===== src/rtl/usrt_txq.sv =====
// usrt_txq: byte transmit queue feeding a USRT shift register.
// A circular buffer holds up to DEPTH bytes; a four-state launcher pops the
// head byte, strobes it into the shift register and waits for the busy
// handshake. A launch that never sees busy within TMO cycles is abandoned
// and flagged. Overflow and timeout events are sticky until cleared.
module usrt_txq #(
  parameter int DEPTH = 4,
  parameter int TMO   = 16
) (
  input  logic                     i_Pclk,
  input  logic                     i_Presetn,
  input  logic                     i_Wr_En,
  input  logic [7:0]               i_Wr_Data,
  input  logic                     i_Tx_Busy,
  input  logic                     i_Err_Clr,
  output logic                     o_Tx_Start,
  output logic [7:0]               o_Tx_Data,
  output logic [$clog2(DEPTH):0]   o_Count,
  output logic                     o_Full,
  output logic                     o_Empty,
  output logic                     o_Ovf,
  output logic                     o_Tmo
);

  localparam int AW = $clog2(DEPTH);
  localparam int CW = $clog2(TMO + 1);

  typedef enum logic [1:0] {
    IDLE,
    LAUNCH,
    WAIT_BUSY,
    WAIT_DONE
  } state_t;

  state_t        state;
  logic [7:0]    mem [DEPTH];
  logic [AW-1:0] wr_ptr;
  logic [AW-1:0] rd_ptr;
  logic [AW:0]   count;
  logic [CW-1:0] tmo_cnt;

  logic push;
  logic pop;
  logic tmo_hit;

  // A push into a full queue is dropped even if a pop frees a slot this cycle.
  assign push    = i_Wr_En && !o_Full;
  assign pop     = (state == IDLE) && !o_Empty && !i_Tx_Busy;
  assign tmo_hit = (state == WAIT_BUSY) && !i_Tx_Busy && (tmo_cnt == CW'(TMO - 1));

  // Status flags come straight from the registered occupancy count.
  assign o_Count = count;
  assign o_Full  = (count == (AW + 1)'(DEPTH));
  assign o_Empty = (count == '0);

  // Byte storage: written on every accepted push.
  // NOTE: storage is deliberately not reset; count and pointers alone define
  // which entries are valid, and a reset on the array blocks RAM inference.
  always_ff @(posedge i_Pclk) begin
    if (push) mem[wr_ptr] <= i_Wr_Data;
  end

  // Pointers and occupancy; DEPTH is a power of two so pointers wrap naturally.
  // NOTE: sequential state uses non-blocking assignments so every register
  // sees the pre-edge value of every other register.
  always_ff @(posedge i_Pclk or negedge i_Presetn) begin
    if (!i_Presetn) begin
      wr_ptr <= '0;
      rd_ptr <= '0;
      count  <= '0;
    end else begin
      if (push) wr_ptr <= wr_ptr + 1'b1;
      if (pop)  rd_ptr <= rd_ptr + 1'b1;
      case ({push, pop})
        2'b10:   count <= count + 1'b1;
        2'b01:   count <= count - 1'b1;
        default: count <= count;
      endcase
    end
  end

  // Launcher FSM with registered strobe, data and timeout flag.
  always_ff @(posedge i_Pclk or negedge i_Presetn) begin
    if (!i_Presetn) begin
      state      <= IDLE;
      o_Tx_Start <= 1'b0;
      o_Tx_Data  <= 8'h00;
      tmo_cnt    <= '0;
      o_Tmo      <= 1'b0;
    end else begin
      // The strobe register mirrors the LAUNCH state, so it pulses one cycle.
      o_Tx_Start <= (state == LAUNCH);

      if (tmo_hit)        o_Tmo <= 1'b1;
      else if (i_Err_Clr) o_Tmo <= 1'b0;

      case (state)
        IDLE: begin
          if (pop) begin
            o_Tx_Data <= mem[rd_ptr];
            state     <= LAUNCH;
          end
        end
        LAUNCH: begin
          tmo_cnt <= '0;
          state   <= WAIT_BUSY;
        end
        WAIT_BUSY: begin
          if (i_Tx_Busy) begin
            state <= WAIT_DONE;
          end else if (tmo_hit) begin
            // Unacknowledged byte is dropped, not re-queued.
            state <= IDLE;
          end else begin
            tmo_cnt <= tmo_cnt + 1'b1;
          end
        end
        WAIT_DONE: begin
          if (!i_Tx_Busy) state <= IDLE;
        end
        default: state <= IDLE;
      endcase
    end
  end

  // Sticky overflow flag; a new overflow beats a simultaneous clear.
  always_ff @(posedge i_Pclk or negedge i_Presetn) begin
    if (!i_Presetn)              o_Ovf <= 1'b0;
    else if (i_Wr_En && o_Full)  o_Ovf <= 1'b1;
    else if (i_Err_Clr)          o_Ovf <= 1'b0;
  end

endmodule


===== config.mk =====
export PLATFORM = sky130hd
export DESIGN_NAME = usrt_txq
export DESIGN_NICKNAME = d
export VERILOG_FILES = /design/src/rtl/usrt_txq.sv
export SDC_FILE = /design/constraint.sdc
export NUM_CORES = 1
export LEC_CHECK = 0
export CAP_MARGIN = 25
export CORE_MARGIN = 2
export CORE_UTILIZATION = 40
export DETAILED_ROUTE_END_ITERATION = 7
export GPL_TIMING_DRIVEN = 0
export RECOVER_POWER = 50
export SLEW_MARGIN = 20
export SYNTH_ARGS = -nofsm -noshare
export SYNTH_HDL_FRONTEND = slang
export SYNTH_SLANG_ARGS = --single-unit

===== constraint.sdc =====
create_clock -name i_Pclk -period 2 [get_ports i_Pclk]
set_input_delay 0.2 -clock i_Pclk [delete_from_list [all_inputs] [get_ports i_Pclk]]
set_output_delay 0.2 -clock i_Pclk [all_outputs]
set_load 0.03 [all_outputs]

==> key figures <==
Outcome
  • Status: complete, no violations

Pwr
  • Clock share of power: 22.9%
  • VDD IR max: 0.799 mV
  • Register share of total power: 37.6%
  • Pwr dens: 1580 mW/mm2
  • Leakage: 1.25 nW
  • Sw frac: 33.0%
  • Internal Power: 3.30 mW
  • Gate power share: 39.5%
  • Net Sw Power: 1.63 mW

Worst setup path
  • Data arrival time of the worst path: 1720 ps
  • Crit-path max cell delay: 710 ps
  • Critical path class: flop to primary output
  • CP endpoint kind: primary output
  • Slowest cell on the critical path: clkdlybuf4s50_1
  • Crit path max fanout: 5
  • CP Launch Type: flop
  • Worst endpoint required time: 1800 ps
  • Crit-path cells: nor3_4, clkdlybuf4s50_1

Floorplan
  • Site Rows: 28
  • Ports: 29
  • Initial core utilization: 41.2%
  • Die ar.: 0.00670 mm2
  • Core box area: 0.00589 mm2
  • Die Span Y: 81.9 um
  • Width of the die: 81.9 um

Global route
  • Initial antenna violation count: 0
  • Grt total ovfl: 0
  • Global-route wire length before repair: 6960 um
  • Largest net degree at the start of global routing: 26
  • Total GRT Usage: 14.7%
  • Vias in the first global route: 1,429

Route
  • Drt drc: 0
  • Wire per inst: 15.4 um
  • WL final: 4240 um
  • TritonRoute pass-1 iters: 4
  • Via count: 1,368
  • First DRT Iteration DRCs: 79
  • Via/cell ratio: 4.96
  • ANT nets after route: 0

Synthesis
  • Main synth FF type: edfxtp_1
  • EDFF count, synth: 32
  • Ys async rst share: 43.9%
  • Synthesized area per cell: 16.1 um2
  • Synthesized flop and latch total: 57
  • Syn Nets: 172
  • Area contributors post-synth: edfxtp_1, dfrtp_1, mux4_2, mux2_4, ha_1
  • Sequential share of the synthesized area: 65.4%
  • Synth area leader: edfxtp_1
  • Netlist cell types: 35
  • Mapped Area: 0.00243 mm2
  • YS warnings: 0
  • Area share of the largest cell type after synthesis: 39.6%
  • Syn Inst Count: 151

Layout
  • Multi-input gate area: 813 um2
  • Register Area: 0.00159 mm2
  • Post-layout util: 53.0%
  • Area grow syn2layout: 28.6%
  • Post-layout nets: 217
  • Finished Layout Cells: 276
  • Post-route cell area: 0.00312 mm2
  • Filler Cell Count: 510
  • Share of cells above drive strength 1: 28.4%
  • ANT cells: 0

Timing
  • Fmax: 520 MHz
  • Period utilization: 96.1%
  • Relative slew margins: 60.6%
  • Clock skew: 5.19 ps
  • TNS Setup: 0 ps
  • Crit path time final: 1920 ps
  • Final Setup Violations: 0
  • Actual slew at the worst max-slew pin: 591 ps
  • Final hold viol count: 0
  • Slew Limit Fails: 0

Placement
  • RePlAce Congestion: 0.768
  • Port bufs: 28
  • HPWL after DPL: 2900 um
  • Dpl cell area: 0.00285 mm2
  • Placed cell count: 254

Clock tree
  • CTS Buffer Depth: 2
  • Clock Tree Root: clkbuf_8
  • H-tree Lvls: 3
  • CTS Buf Count: 9
  • Num Clock Sinks: 57
  • Clk_lat worst skew: 320 ps
  • Clock slew at reported path FFs: 60 ps
  • CTS tree: yes

Hold path
  • Hold Crit Class: input port to flop

Job
  • Max-Cap Viols: 0
power by group through the flow:
stage | clock [mW] | combinational [mW] | sequential (mW)
floorplan | 0 | 1.08 | 2.08
global placement | 0 | 1.84 | 1.84
detailed placement | 0 | 1.90 | 1.87
CTS | 1.16 | 1.91 | 1.87
global route | 1.21 | 2.12 | 1.91
finish | 1.13 | 1.95 | 1.85
metrics by stage:
stage / setup WS (ps) / power (mW) / hold WS (ps)
after floorplan: -141 / 3.17 / -95.6
after global placement: -389 / 3.68 / 486
after detailed placement: -436 / 3.77 / 255
after CTS: 6.95 / 4.94 / 379
after global routing: -0.211 / 5.24 / 422
final: 77.6 / 4.93 / 398
state kept, by name (all words and copies together), names as in the netlist:
name,flops
o_Tx_Start,1
o_Count,3
o_Ovf,1
rd_ptr,2
o_Tx_Data,8
mem,32
tmo_cnt,5
wr_ptr,2
o_Tmo,1
state,2
cell usage after synthesis, types with 4 or more instances:
library cell	instances
and2_1	4
mux2_4	7
ha_1	7
nand2_1	7
mux4_2	8
inv_1	13
edfxtp_1	32
o21ai_0	5
dfrtp_1	25
xnor2_1	4
and3_1	4
nor2_1	4
final timing paths:
check / startpoint / end / slack (ps) / cells after the start
min in group asynchronous: i_Presetn / o_Tx_Data[4]$_DFFE_PN0P_ / 410 / 2
worst min-delay path: i_Tx_Busy / state[0]$_DFFE_PN0P_ / 400 / 3
worst min register to register: tmo_cnt[4]$_DFFE_PN0P_ / tmo_cnt[4]$_DFFE_PN0P_ / 510 / 1
max in group asynchronous: i_Presetn / o_Count[1]$_DFFE_PN0P_ / 1160 / 2
worst max register to register: o_Count[1]$_DFFE_PN0P_ / o_Count[2]$_DFFE_PN0P_ / 120 / 9
worst max-delay path: o_Count[0]$_DFFE_PN0P_ / o_Empty / 80 / 2
cells in the final DEF, fill, tap and decap left out, types with 3 or more instances in the layout:
master / count
and2_1: 4
and3_1: 4
buf_4: 7
clkbuf_1: 3
clkbuf_8: 9
clkdlybuf4s50_1: 17
clkinv_2: 3
dfrtp_1: 20
dfrtp_2: 5
dlygate4sd3_1: 9
edfxtp_1: 32
ha_1: 5
inv_1: 11
mux2_4: 7
mux4_2: 8
nand2_1: 7
nor2_1: 4
o21ai_0: 5
xnor2_1: 4
layer usage:
layer | vias to the layer above | share of wire (%) | track usage (%)
met5 | - | 0 | 0
met4 | 0 | 0.87 | 6.50
met2 | 36 | 50 | 24.2
li1 | 644 | - | -
met3 | 4 | 4.4 | 4.84
met1 | 684 | 44 | 17.6
what timing repair did:
| item | in CTS | in global routing |
|---|---|---|
| gates resized for setup | 3 | 5 |
| hold buffers | 1 | 0 |
| setup buffers | 1 | 6 |
| gates cloned | 0 | 0 |
| setup endpoints to repair | 1 | 4 |
| pin swaps | 1 | 4 |
| hold endpoints to repair | 25 | 0 |
kinds of logic after synthesis:
kind of cell             synth area share (%)
flip-flops                               65.4
AND/OR/NAND/NOR                          7.27
multiplexers                             13.5
buffers and inverters                    3.30
AO/OA/AOI/OAI                            3.92
adder cells (fa/ha/maj)                  4.44
XOR/XNOR                                 2.17
area by class of cell:
cell class,count,share of cell area [%]
Clock inverter,6,2.65
Timing Repair Buffer,36,10.9
Clock buffer,10,4.09
Sequential cell,57,51.1
Multi-Input combinational cell,76,26.1
Tap cell,75,3.01
Inverter,13,1.64
Buffer,3,0.602
worst max-delay path, delay by kind of cell, from the launching register on:
kind,cells,cell delay (ps)
flip-flops,1,460
AND/OR/NAND/NOR,1,220
buffers and inverters,1,710
(Power assumes the default switching activity.)
